==> config.mk <==
export PLATFORM = sky130hd
export DESIGN_NAME = seg_scan_ctrl
export DESIGN_NICKNAME = d
export VERILOG_FILES = /design/src/rtl/seg_scan_ctrl.sv
export SDC_FILE = /design/constraint.sdc
export NUM_CORES = 1
export LEC_CHECK = 0
export ABC_CLOCK_PERIOD_IN_PS = 5400
export CORE_UTILIZATION = 40
export DETAILED_ROUTE_END_ITERATION = 12
export SLEW_MARGIN = 20
export SYNTH_ARGS = -nofsm -noshare
export SYNTH_HDL_FRONTEND = slang
export SYNTH_SLANG_ARGS = --single-unit
==> constraint.sdc <==
create_clock -name clk -period 5.4 [get_ports clk]
set_clock_uncertainty 0.15 [all_clocks]
set_input_delay 1.08 -clock clk [delete_from_list [all_inputs] [get_ports clk]]
set_output_delay 1.08 -clock clk [all_outputs]
set_load 0.01 [all_outputs]
==> src/rtl/seg_scan_ctrl.sv <==
// Eight-digit multiplexed display scanner with dead time per slot and a
// shadow register that commits new values only at frame boundaries.
module seg_scan_ctrl #(
   parameter int unsigned SCAN_DIV = 100000,
   parameter int unsigned DEAD     = 16
) (
   input  logic        clk,
   input  logic        rst_n,
   input  logic        en,
   input  logic        in_valid,
   output logic        in_ready,
   input  logic [31:0] data_in,
   input  logic [7:0]  blank_in,
   output logic [7:0]  led_id,
   output logic [3:0]  digit,
   output logic        blank,
   output logic        frame_done
);

   localparam int unsigned PcW = $clog2(SCAN_DIV);
   localparam logic [PcW-1:0] PcLast  = PcW'(SCAN_DIV - 1);
   localparam logic [PcW-1:0] DeadCnt = PcW'(DEAD);

   logic [PcW-1:0] pc_q, pc_d;
   logic [2:0]     idx_q, idx_d;
   logic [31:0]    disp_data_q, disp_data_d;
   logic [7:0]     disp_blank_q, disp_blank_d;
   logic [31:0]    sh_data_q, sh_data_d;
   logic [7:0]     sh_blank_q, sh_blank_d;
   logic           pending_q, pending_d;

   logic slot_end;
   logic boundary;
   logic accept;
   logic commit;
   logic in_dead;

   always_comb begin
      slot_end = (pc_q == PcLast);
      boundary = en & slot_end & (idx_q == 3'd7);
      in_ready = rst_n & ~pending_q;
      accept   = in_valid & in_ready;
      // accept needs pending=0, so a value taken on the boundary waits a frame
      commit   = pending_q & (~en | boundary);
      in_dead  = (pc_q < DeadCnt);
   end

   always_comb begin
      pc_d         = pc_q;
      idx_d        = idx_q;
      disp_data_d  = disp_data_q;
      disp_blank_d = disp_blank_q;
      sh_data_d    = sh_data_q;
      sh_blank_d   = sh_blank_q;
      pending_d    = pending_q;

      if (!en) begin
         pc_d  = '0;
         idx_d = 3'd0;
      end else if (slot_end) begin
         pc_d  = '0;
         idx_d = idx_q + 3'd1;
      end else begin
         pc_d = pc_q + 1'b1;
      end

      if (commit) begin
         disp_data_d  = sh_data_q;
         disp_blank_d = sh_blank_q;
         pending_d    = 1'b0;
      end

      if (accept) begin
         sh_data_d  = data_in;
         sh_blank_d = blank_in;
         pending_d  = 1'b1;
      end
   end

   always_ff @(posedge clk or negedge rst_n) begin
      if (!rst_n) begin
         pc_q         <= '0;
         idx_q        <= 3'd0;
         disp_data_q  <= 32'h0;
         disp_blank_q <= 8'h0;
         sh_data_q    <= 32'h0;
         sh_blank_q   <= 8'h0;
         pending_q    <= 1'b0;
      end else begin
         pc_q         <= pc_d;
         idx_q        <= idx_d;
         disp_data_q  <= disp_data_d;
         disp_blank_q <= disp_blank_d;
         sh_data_q    <= sh_data_d;
         sh_blank_q   <= sh_blank_d;
         pending_q    <= pending_d;
      end
   end

   // Outputs are gated by rst_n so the dark state holds during reset whatever DEAD is.
   always_comb begin
      led_id     = 8'hFF;
      blank      = 1'b1;
      frame_done = 1'b0;
      digit      = 4'h0;
      if (rst_n) begin
         digit = disp_data_q[{idx_q, 2'b00} +: 4];
         if (en) begin
            led_id     = in_dead ? 8'hFF : ~(8'b1 << idx_q);
            blank      = disp_blank_q[idx_q] | in_dead;
            frame_done = boundary;
         end
      end
   end

endmodule

Word level (Yosys, flattened, before mapping)
Index checks and enable logic that the tools add are counted.
Widths: inputs -> output; s select.
{"block": "op_classes", "add_sub_neg": 2, "mul": 0, "n_div": 0, "order_cmp": 2, "eq_ne": 3, "shift": 2, "n_mux": 16, "bitwise": 10, "n_reduce_logical": 1}
{"operator": "$mux 17", "n": 2}
{"operator": "$shiftx 32x6->4", "n": 1}
{"operator": "$mux 8", "n": 3}
{"operator": "$add 17x1->17 const B", "n": 1}
{"operator": "$eq 17x17->1 const B", "n": 1}
{"operator": "$lt 17x5->1 const B", "n": 1}
{"operator": "$not 8->8", "n": 1}
{"operator": "$shl 1x3->8 const A", "n": 1}
{"operator": "$mux 1", "n": 7}
{"operator": "$mux 3", "n": 2}
{"operator": "$and 1x1->1", "n": 5}
{"operator": "$lt 3x4->1 const B", "n": 1}
{"operator": "$mux 4", "n": 1}
{"operator": "$add 3x1->3 const B", "n": 1}
{"operator": "$bmux 1 s3", "n": 1}
{"operator": "$eq 3x3->1 const B", "n": 1}
{"operator": "$ne 2x1->1 const B", "n": 1}
{"operator": "$not 1->1", "n": 2}
{"operator": "$or 1x1->1", "n": 2}
{"operator": "$reduce_bool 2->1", "n": 1}
{"block": "totals", "regBits": 101, "latch_bits": 0, "ramBits": 0, "mem_bits_ro": 0, "in_bits": 44, "out_inout_bits": 15, "elab_cells": 43, "memories": 0}

Depth between registers and ports, before layout
Gate-level depths: netlist of the first run.
{"block": "logic_depth", "depth_word": 7, "mapped_depth": 7, "depth_no_buf": 5}

Least setup slack after synthesis of the first run
Ideal clock, no wire load.
{"block": "synth_timing", "path_kind": "register -> output", "start": "register pc_q[11]", "end": "output port blank", "arrival_time_ns": 2.072, "required_time_ns": 4.170, "setup_slack_ns": 2.098, "path_stages_with_launch": 6, "path_buffers": 1, "cell_sequence": "dfrtp_1 or4_1 or4_4 o41a_1 clkbuf_1 nand4_1"}
{"block": "synth_between", "elab_chain_len": 4}
{"item": "from (decl)", "line_no": "24", "text": "logic [PcW-1:0] pc_q, pc_d;"}
{"item": "from (signal assigned)", "line_no": "90", "text": "pc_q <= pc_d;"}
{"item": "$lt 17x5->1", "line_no": "45", "text": "in_dead = (pc_q < DeadCnt);"}
{"item": "$or 1x1->1", "line_no": "110", "text": "blank = disp_blank_q[idx_q] | in_dead;"}
{"item": "$mux 1", "line_no": "108", "text": "if (en) begin"}
{"item": "$mux 1", "line_no": "106", "text": "if (rst_n) begin"}
{"item": "to (decl)", "line_no": "16", "text": "output logic blank,"}
Every way passes these cells.

Worst setup path in the final report of the first run
{"block": "layout_timing", "start": "register pc_q[11]", "end": "output port led_id[1]"}
{"block": "layout_between", "elab_chain_len": 4}
{"item": "$lt 17x5->1", "line_no": "45"}
{"item": "$mux 8", "line_no": "109", "text": "led_id = in_dead ? 8'hFF : ~(8'b1 << idx_q);"}
{"item": "$mux 8", "line_no": "108"}
{"item": "$mux 8", "line_no": "106"}
{"item": "to (decl)", "line_no": "14", "text": "output logic [7:0] led_id,"}
Every way passes these cells.

==> summary.md, run 1 <==
| Metric | Value |
|---|---|
| Fin. Hold Viols | 0 |
| Hold buffer count at CTS | 0 |
| Post-CTS setup buffers | 0 |
| Post-synthesis sequential area ratio | 56.0% |
| Chip height | 108 µm |
| Initial Util | 41.2% |
| Status | finished clean |
| CP peak stage delay | 590 ps |
| Pleak | 2.25 nW |
| Number of routed nets with antenna violations | 0 |
| Gates resized, CTS repair | 0 |
| Finish-stage setup viols | 0 |
| Yosys top cell area share | 56.0% |
| R2R cell count | 5 |
| Measured slew at the worst slew-check pin | 1020 ps |
| Diode count | 0 |
| Fmax | 233 MHz |
| Nets | 430 |
| Share of layout cells above drive strength 1 | 29.2% |
| Cell taking the most area after synthesis | dfrtp_1 |
| Final period util | 79.4% |
| Routability cong. | 0.791 |
| CTS tree | built |
| Dominant synthesized flop cell | dfrtp_1 |
| Worst setup margin | 1110 ps |
| Critical path cell sequence | or4_1 -> or4_4 -> o41a_1 -> nand4_1 -> clkdlybuf4s50_1 |
| Grt ovf | 0 |
| Sink Count | 101 |
| Total CTS buffers | 9 |
| Iter 0 DRT Violations | 132 |
| Core Region | 0.0109 mm² |
| WL/cell | 16.6 µm |
| Startpoint types | register |
| CTS H-tree lvls | 3 |
| Area grow syn2layout | 21.2% |
| Post-synth top cells | dfrtp_1 (101), mux2_2 (79), nand2_1 (20) |
| Worst vdd ir | 0.000232 V |
| Layout Utilization | 50.0% |
| # rows | 38 |
| PortBufs | 58 |
| Slew headroom | 31.8% |
| Async SR Flop Fraction | 100% |
| Hold WC Path Type | reg2reg |
| CP Class | reg2out |
| Gate Count Post-Synth | 326 |
| Global-route wire length before repair | 14.5 mm |
| Synthesis Warnings | 0 |
| Vias | 2,702 |
| Syn nets | 377 |
| Final-report max-slew violation count | 0 |
| Worst Path Arrival | 3060 ps |
| Vias in the first global route | 2,751 |
| Synth unique cells | 32 |
| Vias per cell | 5.16 |
| Pin count of the biggest net entering global routing | 80 |
| WP data required | 4170 ps |
| Post-route DRC violation count | 0 |
| Final min period | 4290 ps |
| Initial antenna violation count | 0 |
| # IOs | 59 |
| Dpl hpwl | 5.88 mm |
| Max Buffers Root-to-Sink | 2 |
| Skew-Pair Late Insertion Delay | 340 ps |
| Critical-path top delay cell | or4_1 |
| Gr usage total | 16.5% |
| TritonRoute pass-1 iters | 4 |
| CP Capture Type | primary output |
| Worst Hold Path Cells | 1 |
| Cell Area, Synth | 0.00451 mm² |
| Crit path max fanout | 9 |
| Die area | 0.0117 mm² |
| PwrDens | 370 mW/mm² |
| #FFs+latches synth | 101 |
| Worst-path clk slew | 70 ps |
| Pre-CTS WS | 1320 ps |
| Wirelength, routed | 8.70 mm |
| Unrepaired setup endpoints after global routing | no |
| Setup TNS | 0 ps |
| Most common cell in the synthesized netlist | dfrtp_1 |
| Top post-synthesis cells by area | dfrtp_1 (56%), mux2_2 (20%), mux4_2 (5.0%) |
| Syn_area_per_cell | 13.8 µm² |
| Root Driver | clkbuf_16 |
| Number of enable flip-flop cells after synthesis | 0 |
| DIE WIDTH | 108 µm |
| Total of max-cap violations | 0 |
-- layout by cell type, fill, tap and decap left out, types with 5 or more instances in the layout --
cell type,count
ha_1,7
nand3_1,5
clkdlybuf4s50_1,57
mux4_2,10
mux2_2,79
nor4_1,6
nor2_1,15
xnor2_1,12
dfrtp_1,101
nand2_1,19
clkbuf_16,9
nand4_1,15
-- power by group --
group	internal, mW	total [mW]	switching [mW]
clock	0.320	0.610	0.290
sequential	0.952	1.05	0.0966
combinational	0.241	0.363	0.123
total	1.51	2.02	0.509
-- worst paths after layout --
check	from	endpoint	slack, ps
max	pc_q[11]	led_id[1]	1110
min	sh_data_q[5]	disp_data_q[5]	340
max reg2reg	pc_q[11]	disp_data_q[1]	2440
min reg2reg	sh_data_q[5]	disp_data_q[5]	340
max in group asynchronous	rst_n	sh_data_q[10]	3260
min in group asynchronous	rst_n	idx_q[2]	530
-- critical path: cells and delay by family (launching register included) --
kind	cells	cell delay (ps)
compound gates	1	510
buf+inv	1	560
flops	1	430
simple gates	3	1220
-- area by class of cell --
class | instances | area [µm²]
inverter | 5 | 18.8
multi-input combinational | 202 | 1870
clock buffer | 9 | 225
timing repair buffer | 60 | 593
clock inverter | 7 | 56.3
sequential | 101 | 2530
tap | 140 | 175
fill | 1007 | 5470
-- per-stage QoR --
step | instance area, µm² | power, mW | hold slack, ps | cells
final | 5470 | 2.02 | 342 | 524
after global routing | 5470 | 2.13 | 364 | 524
after CTS | 5470 | 2.05 | 340 | 524
after global placement | 5180 | 1.41 | 316 | 508
after detailed placement | 5180 | 1.44 | 329 | 508
after floorplan | 4510 | 1.29 | 283 | 326
-- registers in the layout, summed over array words and instances, names as in the netlist --
signal and count:
disp_blank_q 8, disp_data_q 32, idx_q 3, pc_q 17
pending_q 1, sh_blank_q 8, sh_data_q 32
-- cells by family (layout without fill, tap and decap cells) --
kind of cell	count (synthesis)	after routing	share of synthesized area (%)
mux	92	92	25.4
simple gates	80	80	9.29
fa+ha+maj	7	7	1.94
compound gates	8	8	1.80
flops	101	101	56.0
buf+inv	23	81	2.58
xor+xnor	15	15	2.91
-- per-layer routing --
metal  track usage (%)  wire, µm
met1              22.5      4100
met3              3.68       335
met4              5.28       104
met2              26.0      4150
met5                 0         0
(Power assumes the default switching activity.)
==> run 2, diff against run 1 <==
ABC_CLOCK_PERIOD_IN_PS = 3700   (was 5400)
clock period = 3.7 ns   (was 5.4 ns; I/O delays follow)
==> summary.md, run 2 (synthesized netlist as in run 1, its figures left out) <==
| Metric | Value |
|---|---|
| Status | finished clean |
| Hold buffer count at CTS | 0 (unchanged) |
| Worst Path Arrival | 2700 ps (-360 ps) |
| # rows | 38 (unchanged) |
| Nets | 442 (+2.8%) |
| Diode count | 0 (unchanged) |
| R2R cell count | 5 (unchanged) |
| Setup TNS | 0 ps (unchanged) |
| CP Class | reg2out |
| R2r endpoint | disp_data_q[3] |
| Critical-path top delay cell | or4_4 |
| Final-report max-slew violation count | 0 (unchanged) |
| Worst setup margin | 114 ps (-998 ps) |
| Commonest non-fill, non-tap cells in the layout | dfrtp_1 (101), mux2_2 (79), clkdlybuf4s50_1 (48) |
| Commonest non-fill, non-tap cell in the layout | dfrtp_1 |
| Reg2reg setup slack | 780 ps (-1660 ps) |
| Worst vdd ir | 0.000356 V (+53%) |
| Vias in the first global route | 2,845 (+3.4%) |
| Sink Count | 101 (unchanged) |
| Pre-CTS WS | 167 ps (-1150 ps) |
| WP data required | 2810 ps (-1360 ps) |
| Grt ovf | 0 (unchanged) |
| Number of routed nets with antenna violations | 0 (unchanged) |
| Pleak | 2.32 nW (+3.1%) |
| CP Capture Type | primary output |
| Startpoint types | register |
| DIE WIDTH | 108 µm (unchanged) |
| Post-route DRC violation count | 0 (unchanged) |
| Crit path max fanout | 4 (-5) |
| Share of layout cells above drive strength 1 | 31.6% (+2.4 points) |
| Finish-stage setup viols | 0 (unchanged) |
| Final period util | 96.9% |
| Vias | 2,812 (+4.1%) |
| Comb pwr share | 17.0% (-1.0 points) |
| Critical path cell sequence | or4_4 -> or4_4 -> o41a_1 -> buf_4 -> buf_4 -> nand4_1 -> clkbuf_2 |
| CTS H-tree lvls | 3 (unchanged) |
| Power share of the clock group | 33.5% (+3.3 points) |
| PwrDens | 553 mW/mm² (+49%) |
| Total CTS buffers | 9 (unchanged) |
| Dpl hpwl | 5.96 mm (+1.5%) |
| CTS tree | built |
| Largest registers | disp_data_q x32, sh_data_q x32, pc_q x17 |
| Max Buffers Root-to-Sink | 2 (unchanged) |
| Unrepaired setup endpoints after global routing | no |
| Total of max-cap violations | 0 (unchanged) |
| R2r startpoint | pc_q[12] |
| Die area | 0.0117 mm² (unchanged) |
| Final min period | 3590 ps |
| Fin. Hold Viols | 0 (unchanged) |
| Area grow syn2layout | 24.4% |
| Register area | 0.00253 mm² (unchanged) |
| # IOs | 59 (unchanged) |
| NetSw | 0.736 mW (+45%) |
| Slew headroom | 63.1% (+31 points) |
| Initial antenna violation count | 0 (unchanged) |
| Measured slew at the worst slew-check pin | 554 ps (-465 ps) |
| Skew-Pair Late Insertion Delay | 340 ps (about the same) |
| Fmax | 279 MHz |
| Wirelength, routed | 8.90 mm (+2.4%) |
| Vias per cell | 5.25 (+1.7%) |
| WL/cell | 16.6 µm (+0.11%) |
| Initial Util | 41.2% (unchanged) |
| Sw Share | 23.7% (-1.5 points) |
| TritonRoute pass-1 iters | 4 (unchanged) |
| CP peak stage delay | 530 ps (-60 ps) |
| Gr usage total | 16.9% (+0.42 points) |
| Chip height | 108 µm (unchanged) |
| Multi-input logic area | 0.00188 mm² (+0.80%) |
| Int Power | 2.37 mW (+56%) |
| Core Region | 0.0109 mm² (unchanged) |
| Global-route wire length before repair | 14.8 mm (+2.6%) |
| Pin count of the biggest net entering global routing | 42 (-48%) |
| Filler instances | 981 (-2.6%) |
| Root Driver | clkbuf_16 |
| Sequential share of power | 49.4% (-2.5 points) |
| Hold WC Path Type | in2async |
| PortBufs | 58 (unchanged) |
| Worst-path clk slew | 70 ps (about the same) |
| Routability cong. | 0.785 (-0.77%) |
| Iter 0 DRT Violations | 137 (+3.8%) |
==> run 2: through the flow <==
stage          std cells  utilization (%)  hold slack (ps)  area [µm²]  total power, mW
6_report             536             51.3              160        5610             3.10
5_1_grt              536             51.3              177        5610             3.26
4_1_cts              535             51.2              160        5600             3.14
3_5_place_dp         515             47.9              302        5240             2.09
3_3_place_gp         515             47.9              301        5240             2.07
2_1_floorplan        326                -              283        4510             1.88
==> run 2: area by class of cell <==
class	count	area share, %
Tap cell	140	3.12
Inverter	5	0.334
Clock inverter	5	1.63
Sequential cell	101	45.0
Clock buffer	11	4.33
Multi-Input combinational cell	203	33.6
Timing Repair Buffer	71	12.0
==> run 2: how the worst max path moves through the flow <==
stage           endpoint      from  slack [ps]  cells after the start
2_1_floorplan      blank  pc_q[11]         740                      5
3_3_place_gp   led_id[0]  pc_q[11]         220                      5
3_5_place_dp   led_id[0]  pc_q[11]         170                      5
4_1_cts        led_id[5]  pc_q[12]           5                      5
5_1_grt        led_id[1]  pc_q[12]          30                      6
6_report           blank  pc_q[12]         110                      7
==> run 2: critical path, delay by kind of cell (launching register included) <==
kind                   cells  cell delay (ps)
and+or+nand+nor            3             1090
buffers and inverters      3              430
AOI/OAI and AO/OA          1              430
DFF                        1              420
==> run 2: power by group through the flow <==
stage	logic, mW	clock network [mW]	registers, mW
final	0.529	1.04	1.53
after global routing	0.576	1.11	1.57
after CTS	0.537	1.07	1.54
after detailed placement	0.535	0	1.56
after global placement	0.524	0	1.54
after floorplan	0.386	0	1.50
==> run 2: timing repair <==
item / 4_1_cts / 5_1_grt
setup endpoints to repair: 9 / 6
cloned: 1 / 0
resized for setup: 5 / 9
pin swaps: 1 / 1
setup buffers: 3 / 1
==> run 2: metal layers <==
metal	GRT usage, %	up-vias	share of wire [%]
li1	-	1307	-
met1	23.9	1427	48
met2	25.0	66	45
met3	3.80	12	4.8
met4	6.85	0	1.8
met5	0	-	0
==> run 3, diff against run 2 <==
CORE_UTILIZATION = 50   (was 40)
PLACE_DENSITY = 0.76   (was default)
==> summary.md, run 3 (synthesized netlist as in run 1, its figures left out) <==
| Metric | Value |
|---|---|
| Vias in the first global route | 2,971 (+4.4%) |
| Post-route DRC violation count | 0 (unchanged) |
| Pin count of the biggest net entering global routing | 52 (+24%) |
| Total of max-cap violations | 0 (unchanged) |
| Commonest non-fill, non-tap cell in the layout | dfrtp_1 |
| R2r startpoint | pc_q[11] |
| Skew-Pair Late Insertion Delay | 370 ps (+30 ps) |
| Total CTS buffers | 9 (unchanged) |
| WHS | 176 ps (+15.7 ps) |
| CTS tree | built |
| Initial Util | 51.7% (+10 points) |
| Unrepaired setup endpoints after global routing | no |
| Iter 0 DRT Violations | 101 (-26%) |
| CTS H-tree lvls | 3 (unchanged) |
| Pleak | 2.25 nW (-3.1%) |
| Routability cong. | 0.855 (+8.9%) |
| Vias per cell | 5.64 (+7.5%) |
| Diode count | 0 (unchanged) |
| Core Region | 0.00872 mm² (-20%) |
| Sw Share | 25.3% (+1.5 points) |
| Commonest non-fill, non-tap cells in the layout | dfrtp_1 (101), mux2_2 (79), clkdlybuf4s50_1 (48) |
| Power share of the clock group | 25.5% (-8.0 points) |
| Wirelength, routed | 8.50 mm (-4.5%) |
| Slew headroom | 59.1% (-4.0 points) |
| Sequential share of power | 55.5% (+6.1 points) |
| Gr usage total | 19.8% (+2.9 points) |
| Chip height | 97.0 µm (-10%) |
| Crit path max fanout | 4 (unchanged) |
| # IOs | 59 (unchanged) |
| Filler instances | 685 (-30%) |
| # rows | 34 (-11%) |
| Final-report max-slew violation count | 0 (unchanged) |
| CP Class | reg2out |
| CP Launch Point | pc_q[11] |
| Hold buffer count at CTS | 0 (unchanged) |
| Worst vdd ir | 0.000259 V (-27%) |
| Final min period | 3580 ps (-3.22 ps) |
| Nets | 441 (-0.23%) |
| Vias | 2,836 (+0.85%) |
| Setup TNS | 0 ps (unchanged) |
| Die area | 0.00941 mm² (-20%) |
| Fin. Hold Viols | 0 (unchanged) |
| NetSw | 0.698 mW (-5.1%) |
| Worst-path clk slew | 90 ps (+20 ps) |
| PwrDens | 508 mW/mm² (-8.2%) |
| TritonRoute pass-1 iters | 4 (unchanged) |
| PortBufs | 58 (unchanged) |
| Share of layout cells above drive strength 1 | 30.6% (-0.93 points) |
| Number of routed nets with antenna violations | 0 (unchanged) |
| Global-route wire length before repair | 14.8 mm (-0.51%) |
| Area grow syn2layout | 20.6% |
| Fmax | 279 MHz (about the same) |
| CP Capture Type | primary output |
| Initial antenna violation count | 0 (unchanged) |
| Max Buffers Root-to-Sink | 2 (unchanged) |
| Root Driver | clkbuf_8 |
| Measured slew at the worst slew-check pin | 613 ps (+59.4 ps) |
| WL/cell | 16.9 µm (+1.7%) |
| Worst Path Arrival | 2690 ps (about the same) |
| Multi-input logic area | 0.00189 mm² (+0.13%) |
| Sink Count | 101 (unchanged) |
| DIE WIDTH | 97.0 µm (-10%) |
| Hold WC Path Type | in2async |
| Final period util | 96.8% (about the same) |
| Largest registers | disp_data_q x32, sh_data_q x32, pc_q x17 |
| Dpl hpwl | 5.67 mm (-4.9%) |
| WP data required | 2810 ps (about the same) |
| Finish-stage setup viols | 0 (unchanged) |
| Startpoint types | register |
| Grt ovf | 0 (unchanged) |
| Status | finished clean |
| Register area | 0.00253 mm² (unchanged) |
| Comb pwr share | 19.0% (+2.0 points) |
| Int Power | 2.06 mW (-13%) |
## run 3: changes by cell type in the layout (fill, tap and decap cells not counted), moves of 2 or more
cell	delta
clkbuf_2	-2
clkbuf_16	-9
clkbuf_8	+8
inv_6	+2
## run 3: through the flow
| step | util, % | cell area, µm² | std cells | total power, mW | setup WS [ps] |
|---|---|---|---|---|---|
| floorplan | - | 4510 | 326 | 1.88 | 738 |
| global placement | 59.4 | 5180 | 481 | 2.05 | 224 |
| detailed placement | 59.4 | 5180 | 481 | 2.09 | 203 |
| CTS | 62.1 | 5420 | 502 | 2.80 | 7.41 |
| global route | 62.4 | 5440 | 503 | 2.92 | 14.8 |
| finish | 62.4 | 5440 | 503 | 2.76 | 117 |
## run 3: layout make-up
class | count | area share [%]
sequential | 101 | 46.4
multi-input combinational | 203 | 34.7
timing repair buffer | 70 | 12.4
tap | 108 | 2.48
clock buffer | 11 | 2.41
clock inverter | 5 | 1.22
inverter | 5 | 0.345
## run 3: metal layers
metal  track usage (%)  up-vias  part of all wire [%]  routed length (µm)
li1                  -     1304                     -                   -
met1              27.0     1449                    45                3820
met2              30.9       67                    49                4150
met3              4.84       16                   4.2                 360
met4              7.23        0                   2.0                 168
met5                 0        -                     0                   0
## run 3: power groups by stage
| stage | clock [mW] | sequential [mW] | combinational, mW |
|---|---|---|---|
| final | 0.705 | 1.53 | 0.525 |
| after floorplan | 0 | 1.50 | 0.386 |
| after global routing | 0.774 | 1.57 | 0.574 |
| after detailed placement | 0 | 1.56 | 0.532 |
| after global placement | 0 | 1.54 | 0.514 |
| after CTS | 0.730 | 1.54 | 0.534 |
## run 3: critical path: stages, from the launching register on
cell and delay (ps):
dfrtp_1 410, or4_1 530, or4_4 480, o41a_1 390
buf_4 170, nand3_1 80, dlygate4sd2_1 280
## run 3: final timing paths
path                       slack, ps  depth (start not counted)              end
min in group clk                 320                          1          pc_q[0]
setup reg to reg                 830                          5  disp_data_q[23]
setup / recovery                 120                          6        led_id[7]
max in group asynchronous       2250                          2    sh_data_q[24]
hold / removal                   180                          1     sh_data_q[7]
hold reg to reg                  320                          1          pc_q[0]
## run 3: repair_timing
action / CTS / global route
pin swaps: 1 / 0
gates cloned: 1 / 0
endpoints found under the setup margin: 9 / 6
resized for setup: 4 / 6
buffers inserted: 4 / 1
